===== config.mk =====
export PLATFORM = sky130hd
export DESIGN_NAME = apple_spawner
export DESIGN_NICKNAME = d
export VERILOG_FILES = /design/src/rtl/snake_pkg.sv /design/src/rtl/bus_segment_mux.sv /design/src/rtl/apple_spawner.sv
export SDC_FILE = /design/constraint.sdc
export NUM_CORES = 1
export LEC_CHECK = 0
export CAP_MARGIN = 20
export CORE_UTILIZATION = 40
export DETAILED_ROUTE_END_ITERATION = 12
export PLACE_DENSITY_LB_ADDON = 0.05
export SLEW_MARGIN = 10
export SYNTH_ARGS = -nofsm -noshare
export SYNTH_HDL_FRONTEND = slang
export SYNTH_SLANG_ARGS = --single-unit

===== constraint.sdc =====
create_clock -name clk_pix -period 21.7 [get_ports clk_pix]
set_clock_uncertainty 0.1 [all_clocks]
set_input_delay 3.255 -clock clk_pix [delete_from_list [all_inputs] [get_ports clk_pix]]
set_output_delay 3.255 -clock clk_pix [all_outputs]
set_load 0.01 [all_outputs]

===== src/rtl/snake_pkg.sv =====
// Shared constants, coordinate widths and the apple spawner state encoding
// used across the snake game datapath.
package snake_pkg;

  localparam int CELL         = 10;
  localparam int GRID_W       = 64;
  localparam int GRID_H       = 48;
  localparam int MAX_LEN      = 33;
  localparam int BORDER_CELLS = 1;
  localparam int MAX_TRIES    = 16;
  localparam int INIT_CX      = 40;
  localparam int INIT_CY      = 24;

  localparam int X_W   = 10;
  localparam int Y_W   = 9;
  localparam int LEN_W = $clog2(MAX_LEN + 1);

  typedef enum logic [1:0] {
    ST_IDLE   = 2'd0,
    ST_DRAW   = 2'd1,
    ST_SCAN   = 2'd2,
    ST_COMMIT = 2'd3
  } spawn_state_e;

endpackage


===== src/rtl/bus_segment_mux.sv =====
// Combinational slice-select: returns {x, y} of segment idx from the packed
// body buses; out-of-range indices return zero.
module bus_segment_mux
  import snake_pkg::*;
#(
  parameter int N     = MAX_LEN,
  parameter int IDX_W = LEN_W
) (
  input  logic [N*X_W-1:0]     bus_x,
  input  logic [N*Y_W-1:0]     bus_y,
  input  logic [IDX_W-1:0]     idx,
  output logic [X_W+Y_W-1:0]   seg
);

  logic [X_W-1:0] xs [N];
  logic [Y_W-1:0] ys [N];

  for (genvar g = 0; g < N; g++) begin : g_slice
    assign xs[g] = bus_x[g*X_W +: X_W];
    assign ys[g] = bus_y[g*Y_W +: Y_W];
  end

  always_comb begin
    seg = '0;
    if (int'(idx) < N) seg = {xs[idx], ys[idx]};
  end

endmodule


===== src/rtl/apple_spawner.sv =====
// Places the apple on a free, non-border grid cell after each eat event,
// checking candidates serially against a snapshot of the snake body.
module apple_spawner #(
  parameter int CELL         = 10,
  parameter int GRID_W       = 64,
  parameter int GRID_H       = 48,
  parameter int MAX_LEN      = 33,
  parameter int BORDER_CELLS = 1,
  parameter int MAX_TRIES    = 16,
  parameter int INIT_CX      = 40,
  parameter int INIT_CY      = 24
) (
  input  logic                  clk_pix,
  input  logic                  reset_n,
  input  logic                  eat_evt,
  input  logic [15:0]           rnd,
  input  logic [7:0]            snake_len,
  input  logic [MAX_LEN*10-1:0] body_bus_x,
  input  logic [MAX_LEN*9-1:0]  body_bus_y,
  output logic [9:0]            apple_x,
  output logic [8:0]            apple_y,
  output logic                  apple_valid,
  output logic                  busy
);

  import snake_pkg::*;

  localparam int LW = $clog2(MAX_LEN + 1);
  localparam int TW = $clog2(MAX_TRIES + 1);

  localparam logic [6:0]    X_LO      = 7'(BORDER_CELLS);
  localparam logic [6:0]    X_HI      = 7'(GRID_W - 1 - BORDER_CELLS);
  localparam logic [6:0]    Y_LO      = 7'(BORDER_CELLS);
  localparam logic [6:0]    Y_HI      = 7'(GRID_H - 1 - BORDER_CELLS);
  localparam logic [9:0]    CELL_X    = 10'(CELL);
  localparam logic [8:0]    CELL_Y    = 9'(CELL);
  localparam logic [9:0]    INIT_X    = 10'(INIT_CX * CELL);
  localparam logic [8:0]    INIT_Y    = 9'(INIT_CY * CELL);
  localparam logic [7:0]    LEN_MAX8  = 8'(MAX_LEN);
  localparam logic [LW-1:0] LEN_MAX   = LW'(MAX_LEN);
  localparam logic [LW-1:0] LEN_ONE   = LW'(1);
  localparam logic [TW-1:0] TRIES_MAX = TW'(MAX_TRIES);

  spawn_state_e state_q, state_d;

  logic [TW-1:0]           tries_q, tries_d;
  logic [5:0]              cx_q, cx_d;
  logic [5:0]              cy_q, cy_d;
  logic [LW-1:0]           idx_q, idx_d;
  logic [LW-1:0]           len_q, len_d;
  logic [MAX_LEN*10-1:0]   snap_x_q, snap_x_d;
  logic [MAX_LEN*9-1:0]    snap_y_q, snap_y_d;
  logic [9:0]              apple_x_q, apple_x_d;
  logic [8:0]              apple_y_q, apple_y_d;
  logic                    valid_q, valid_d;
  logic                    busy_q, busy_d;

  logic [LW-1:0]           len_clamp;
  logic [9:0]              cand_x;
  logic [8:0]              cand_y;
  logic [18:0]             seg;
  logic                    seg_hit;
  logic [6:0]              rnd_cx, rnd_cy;
  logic [6:0]              sweep_cx, sweep_cy;

  bus_segment_mux #(
    .N     (MAX_LEN),
    .IDX_W (LW)
  ) u_seg_mux (
    .bus_x (snap_x_q),
    .bus_y (snap_y_q),
    .idx   (idx_q),
    .seg   (seg)
  );

  assign cand_x  = {4'b0, cx_q} * CELL_X;
  assign cand_y  = {3'b0, cy_q} * CELL_Y;
  assign seg_hit = (seg[18:9] == cand_x) && (seg[8:0] == cand_y);
  assign rnd_cx  = {1'b0, rnd[5:0]};
  assign rnd_cy  = {1'b0, rnd[11:6]};

  always_comb begin
    len_clamp = LEN_MAX;
    if (snake_len == 8'd0)          len_clamp = LEN_ONE;
    else if (snake_len < LEN_MAX8)  len_clamp = snake_len[LW-1:0];
  end

  // Raster step from the previous candidate; a candidate left on a border
  // row by a rejected random draw is pulled back into the playfield.
  always_comb begin
    sweep_cx = {1'b0, cx_q} + 7'd1;
    sweep_cy = {1'b0, cy_q};
    if (sweep_cx > X_HI) begin
      sweep_cx = X_LO;
      sweep_cy = sweep_cy + 7'd1;
    end
    if ((sweep_cy > Y_HI) || (sweep_cy < Y_LO)) sweep_cy = Y_LO;
  end

  always_comb begin
    state_d   = state_q;
    tries_d   = tries_q;
    cx_d      = cx_q;
    cy_d      = cy_q;
    idx_d     = idx_q;
    len_d     = len_q;
    snap_x_d  = snap_x_q;
    snap_y_d  = snap_y_q;
    apple_x_d = apple_x_q;
    apple_y_d = apple_y_q;
    valid_d   = valid_q;
    busy_d    = busy_q;
    case (state_q)
      ST_IDLE: begin
        if (eat_evt) begin
          snap_x_d = body_bus_x;
          snap_y_d = body_bus_y;
          len_d    = len_clamp;
          tries_d  = '0;
          valid_d  = 1'b0;
          busy_d   = 1'b1;
          state_d  = ST_DRAW;
        end
      end
      ST_DRAW: begin
        if (tries_q < TRIES_MAX) begin
          cx_d = rnd[5:0];
          cy_d = rnd[11:6];
          if ((rnd_cx < X_LO) || (rnd_cx > X_HI) ||
              (rnd_cy < Y_LO) || (rnd_cy > Y_HI)) begin
            tries_d = tries_q + 1'b1;
          end else begin
            idx_d   = '0;
            state_d = ST_SCAN;
          end
        end else begin
          cx_d    = sweep_cx[5:0];
          cy_d    = sweep_cy[5:0];
          idx_d   = '0;
          state_d = ST_SCAN;
        end
      end
      ST_SCAN: begin
        if (seg_hit) begin
          if (tries_q != TRIES_MAX) tries_d = tries_q + 1'b1;
          state_d = ST_DRAW;
        end else if (idx_q == len_q - LEN_ONE) begin
          state_d = ST_COMMIT;
        end else begin
          idx_d = idx_q + 1'b1;
        end
      end
      ST_COMMIT: begin
        apple_x_d = cand_x;
        apple_y_d = cand_y;
        valid_d   = 1'b1;
        busy_d    = 1'b0;
        state_d   = ST_IDLE;
      end
      default: state_d = ST_IDLE;
    endcase
  end

  always_ff @(posedge clk_pix) begin
    if (!reset_n) begin
      state_q   <= ST_IDLE;
      tries_q   <= '0;
      cx_q      <= '0;
      cy_q      <= '0;
      idx_q     <= '0;
      len_q     <= LEN_ONE;
      apple_x_q <= INIT_X;
      apple_y_q <= INIT_Y;
      valid_q   <= 1'b1;
      busy_q    <= 1'b0;
    end else begin
      state_q   <= state_d;
      tries_q   <= tries_d;
      cx_q      <= cx_d;
      cy_q      <= cy_d;
      idx_q     <= idx_d;
      len_q     <= len_d;
      apple_x_q <= apple_x_d;
      apple_y_q <= apple_y_d;
      valid_q   <= valid_d;
      busy_q    <= busy_d;
    end
  end

  // Snapshot is only meaningful while busy, so it carries no reset.
  always_ff @(posedge clk_pix) begin
    snap_x_q <= snap_x_d;
    snap_y_q <= snap_y_d;
  end

  assign apple_x     = apple_x_q;
  assign apple_y     = apple_y_q;
  assign apple_valid = valid_q;
  assign busy        = busy_q;

endmodule

==> flow_metrics.env <==
export IMPL_hold_viol_final=0
export IMPL_grt_pass1_vias=18534
export IMPL_ios=675
export IMPL_die_area_mm2=0.0721
export IMPL_synth_seq_area_share_pct=69.8
export IMPL_finalSetupTns_ps=0
export IMPL_clk_path_buf_depth=3
export IMPL_hp_class="flip-flop to flip-flop"
export IMPL_start_util_pct=40.5
export IMPL_maxCapViolCount=0
export IMPL_avgSynthCellArea_um2=16.6
export IMPL_synth_xor_area_share_pct=0.709
export IMPL_multi_input_area_mm2=0.00786
export IMPL_layout_nets=3062
export IMPL_synth_async_reset_ratio_pct=0
export IMPL_cts_tree="done"
export IMPL_cts_sinks=677
export IMPL_grt_overflow=0
export IMPL_drc=0
export IMPL_critPathLaunch="eat_evt"
export IMPL_slew_headroom_pct=24.5
export IMPL_synth_top_family_by_area="multiplexers"
export IMPL_dr_pass1_iters=5
export IMPL_yosysWarnings=0
export IMPL_hp_start="apple_y[5]$_SDFFE_PN1P_"
export IMPL_cp_top_family="buffers and inverters"
export IMPL_wirelength_mm=96.3
export IMPL_synth_simple_area_share_pct=6.06
export IMPL_period_share_pct=32.7
export IMPL_worst_slew_pin_slew_ps=1130
export IMPL_nFillCells=5739
export IMPL_rsz0062_at_grt="false"
export IMPL_synth_edff_count=627
export IMPL_status="complete, no violations"
export IMPL_power_density_mw_per_mm2=98.9
export IMPL_grt_max_degree=152
export IMPL_h_tree_depth=3
export IMPL_cp_max_fo=151
export IMPL_clk_pin_slew_worst_paths_ps=60
export IMPL_crit_required_ps=21900
export IMPL_globalplace_congestion=0.879
export IMPL_hold_slack_ps=377
export IMPL_synth_area_mm2=0.0284
export IMPL_setup_viol=0
export IMPL_postCtsResizedCells=0
export IMPL_grt_first_pass_wirelength_mm=131
export IMPL_wl_per_cell_um=28.3
export IMPL_ys_ff_latch=677
export IMPL_cts_buffers=77
export IMPL_r2r_start="cx_q[1]$_SDFFE_PN0P_"
export IMPL_grt_use_total_pct=26.3
export IMPL_cts_hold_buffers=0
export IMPL_crit_path_end_kind="flip-flop"
export IMPL_antenna_found_initial=47
export IMPL_p_leak_nw=12.7
export IMPL_slew_violations=0
export IMPL_ant_nets=0
export IMPL_layout_drive_gt1_share_pct=10.8
export IMPL_synth_cells=1707
export IMPL_rows=97
export IMPL_synth_mux_area_share_pct=12.7
export IMPL_regArea_mm2=0.0198
export IMPL_synth_compound_gate_area_share_pct=6.79
export IMPL_synth_distinct_cells=90
export IMPL_dr_total_vias=18185
export IMPL_worst_setup_path_type="input port to flip-flop"
export IMPL_cp_slowest_cell="buf_4"
export IMPL_root_buffer="clkbuf_16"
export IMPL_ys_flop_type="edfxtp_1"
export IMPL_numPortBuffers=668
export IMPL_dp_hpwl_mm=71.9
export IMPL_critical_path_max_stage_delay_ps=900
export IMPL_core_mm2=0.0701
export IMPL_drt_iter0_drc=1480
export IMPL_clk_latency_ps=630
export IMPL_min_period_ps=7100
export IMPL_crit_path_cell_trace="clkdlybuf4s50_1 > nand2_1 > inv_8 > buf_4 > buf_4 > buf_4 > buf_16"
export IMPL_die_w_um=269
export IMPL_critPathBufInv=6
export IMPL_critPathMostFrequentCell="buf_4"
export IMPL_crit_arrival_ps=7310
export IMPL_die_height_um=269
export IMPL_syn_to_final_growth_pct=35.2
export IMPL_synth_fa_ha_area_share_pct=1.37
export IMPL_max_freq_ghz=0.141
export IMPL_cp_start_kind="input port"
export IMPL_vias_per_cell=5.34
export IMPL_post_cts_buffers=0
export IMPL_vdd_ir_drop_worst_uv=97.0
==> cell type report <==
type	instances	share of cell area [%]
Clock buffer	98	5.49
Sequential cell	677	51.7
Antenna cell	28	0.182
Multi-Input combinational cell	891	20.5
Tap cell	940	3.06
Clock inverter	42	0.733
Timing Repair Buffer	694	18.0
Inverter	37	0.381
==> cell families after synthesis <==
group | count (synthesis)
DFF | 677
other | 1
xor gates and xnor gates | 23
adders and majority gates | 30
buffers and inverters | 140
muxes | 245
and+or+nand+nor | 318
AOI/OAI and AO/OA | 273
==> metrics by stage <==
| step | cell area, µm² | utilization [%] | total power, mW | worst slack, ps | cells |
|---|---|---|---|---|---|
| finish | 38400 | 54.7 | 3.80 | 14600 | 3407 |
| global route | 38400 | 54.7 | 3.95 | 14270 | 3401 |
| CTS | 38300 | 54.6 | 3.82 | 14270 | 3378 |
| detailed placement | 35900 | 51.2 | 2.58 | 13600 | 3238 |
| global placement | 35900 | 51.2 | 2.56 | 13800 | 3237 |
| floorplan | 28400 | - | 2.45 | 5180 | 1708 |
==> where the power goes <==
part | internal [mW] | switching (mW)
Clock | 0.703 | 0.535
Sequential | 1.78 | 0.0921
Combinational | 0.290 | 0.400
Total | 2.77 | 1.03
==> metal layers <==
layer	routed length, µm	track usage [%]	vias to the layer above	share of wire, %
met2	50400	45.4	637	52
met3	6490	7.49	185	6.7
met1	36100	30.5	9069	37
li1	-	-	8250	-
met5	303	0	-	0.31
met4	3040	11.1	44	3.2
==> synthesized netlist by cell type, types with 30 or more instances <==
master      n  share of area (%)
edfxtp_1  627                 66
mux2i_1   137                4.8
mux4_2     87                6.9
nand2_1    80                1.1
dfxtp_1    50                3.5
nor2_1     45               0.59
clkbuf_1   44               0.58
o21ai_0    42               0.74
nand3_1    40               0.70
a21oi_1    39               0.69
inv_1      35               0.46
a22oi_1    31               0.82
o22ai_1    30               0.66
==> sequential cells by signal (all words and copies together), names as in the netlist <==
| signal | cells |
|---|---|
| cx_q | 6 |
| idx_q | 6 |
| tries_q | 5 |
| cy_q | 6 |
| snap_y_q | 297 |
| busy | 1 |
| state_q | 2 |
| apple_valid | 1 |
| apple_y | 8 |
| snap_x_q | 330 |
| apple_x | 9 |
| len_q | 6 |
==> layout by cell type (no fill, tap or decap), types with 39 or more instances in the layout <==
cell type,Yosys,routed
nor2_1,45,44
a21oi_1,39,39
dfxtp_1,50,45
nand3_1,40,40
mux2i_1,137,137
clkbuf_16,0,78
o21ai_0,42,42
mux4_2,87,87
nand2_1,80,80
clkdlybuf4s50_1,0,668
edfxtp_1,627,627
==> final timing paths <==
kind	end	slack, ps	cells after the start
worst max-delay path	snap_x_q[183]$_DFFE_PP_	14600	7
worst min-delay path	apple_y[5]$_SDFFE_PN1P_	380	2
worst max register to register	tries_q[3]$_SDFFE_PN0P_	16370	13
worst min register to register	apple_y[5]$_SDFFE_PN1P_	380	2
==> worst reg2reg max path, stage by stage (launching register included) <==
cell,delay [ps]
dfxtp_1,800
ha_1,370
ha_1,210
fa_1,480
xnor2_1,300
a221oi_1,630
o21ai_0,180
a211oi_1,300
nand3_1,110
or4_1,510
nor4_2,360
a21oi_2,200
or4_1,550
a21boi_1,160
Note: power is estimated with default switching activity, not from simulation.
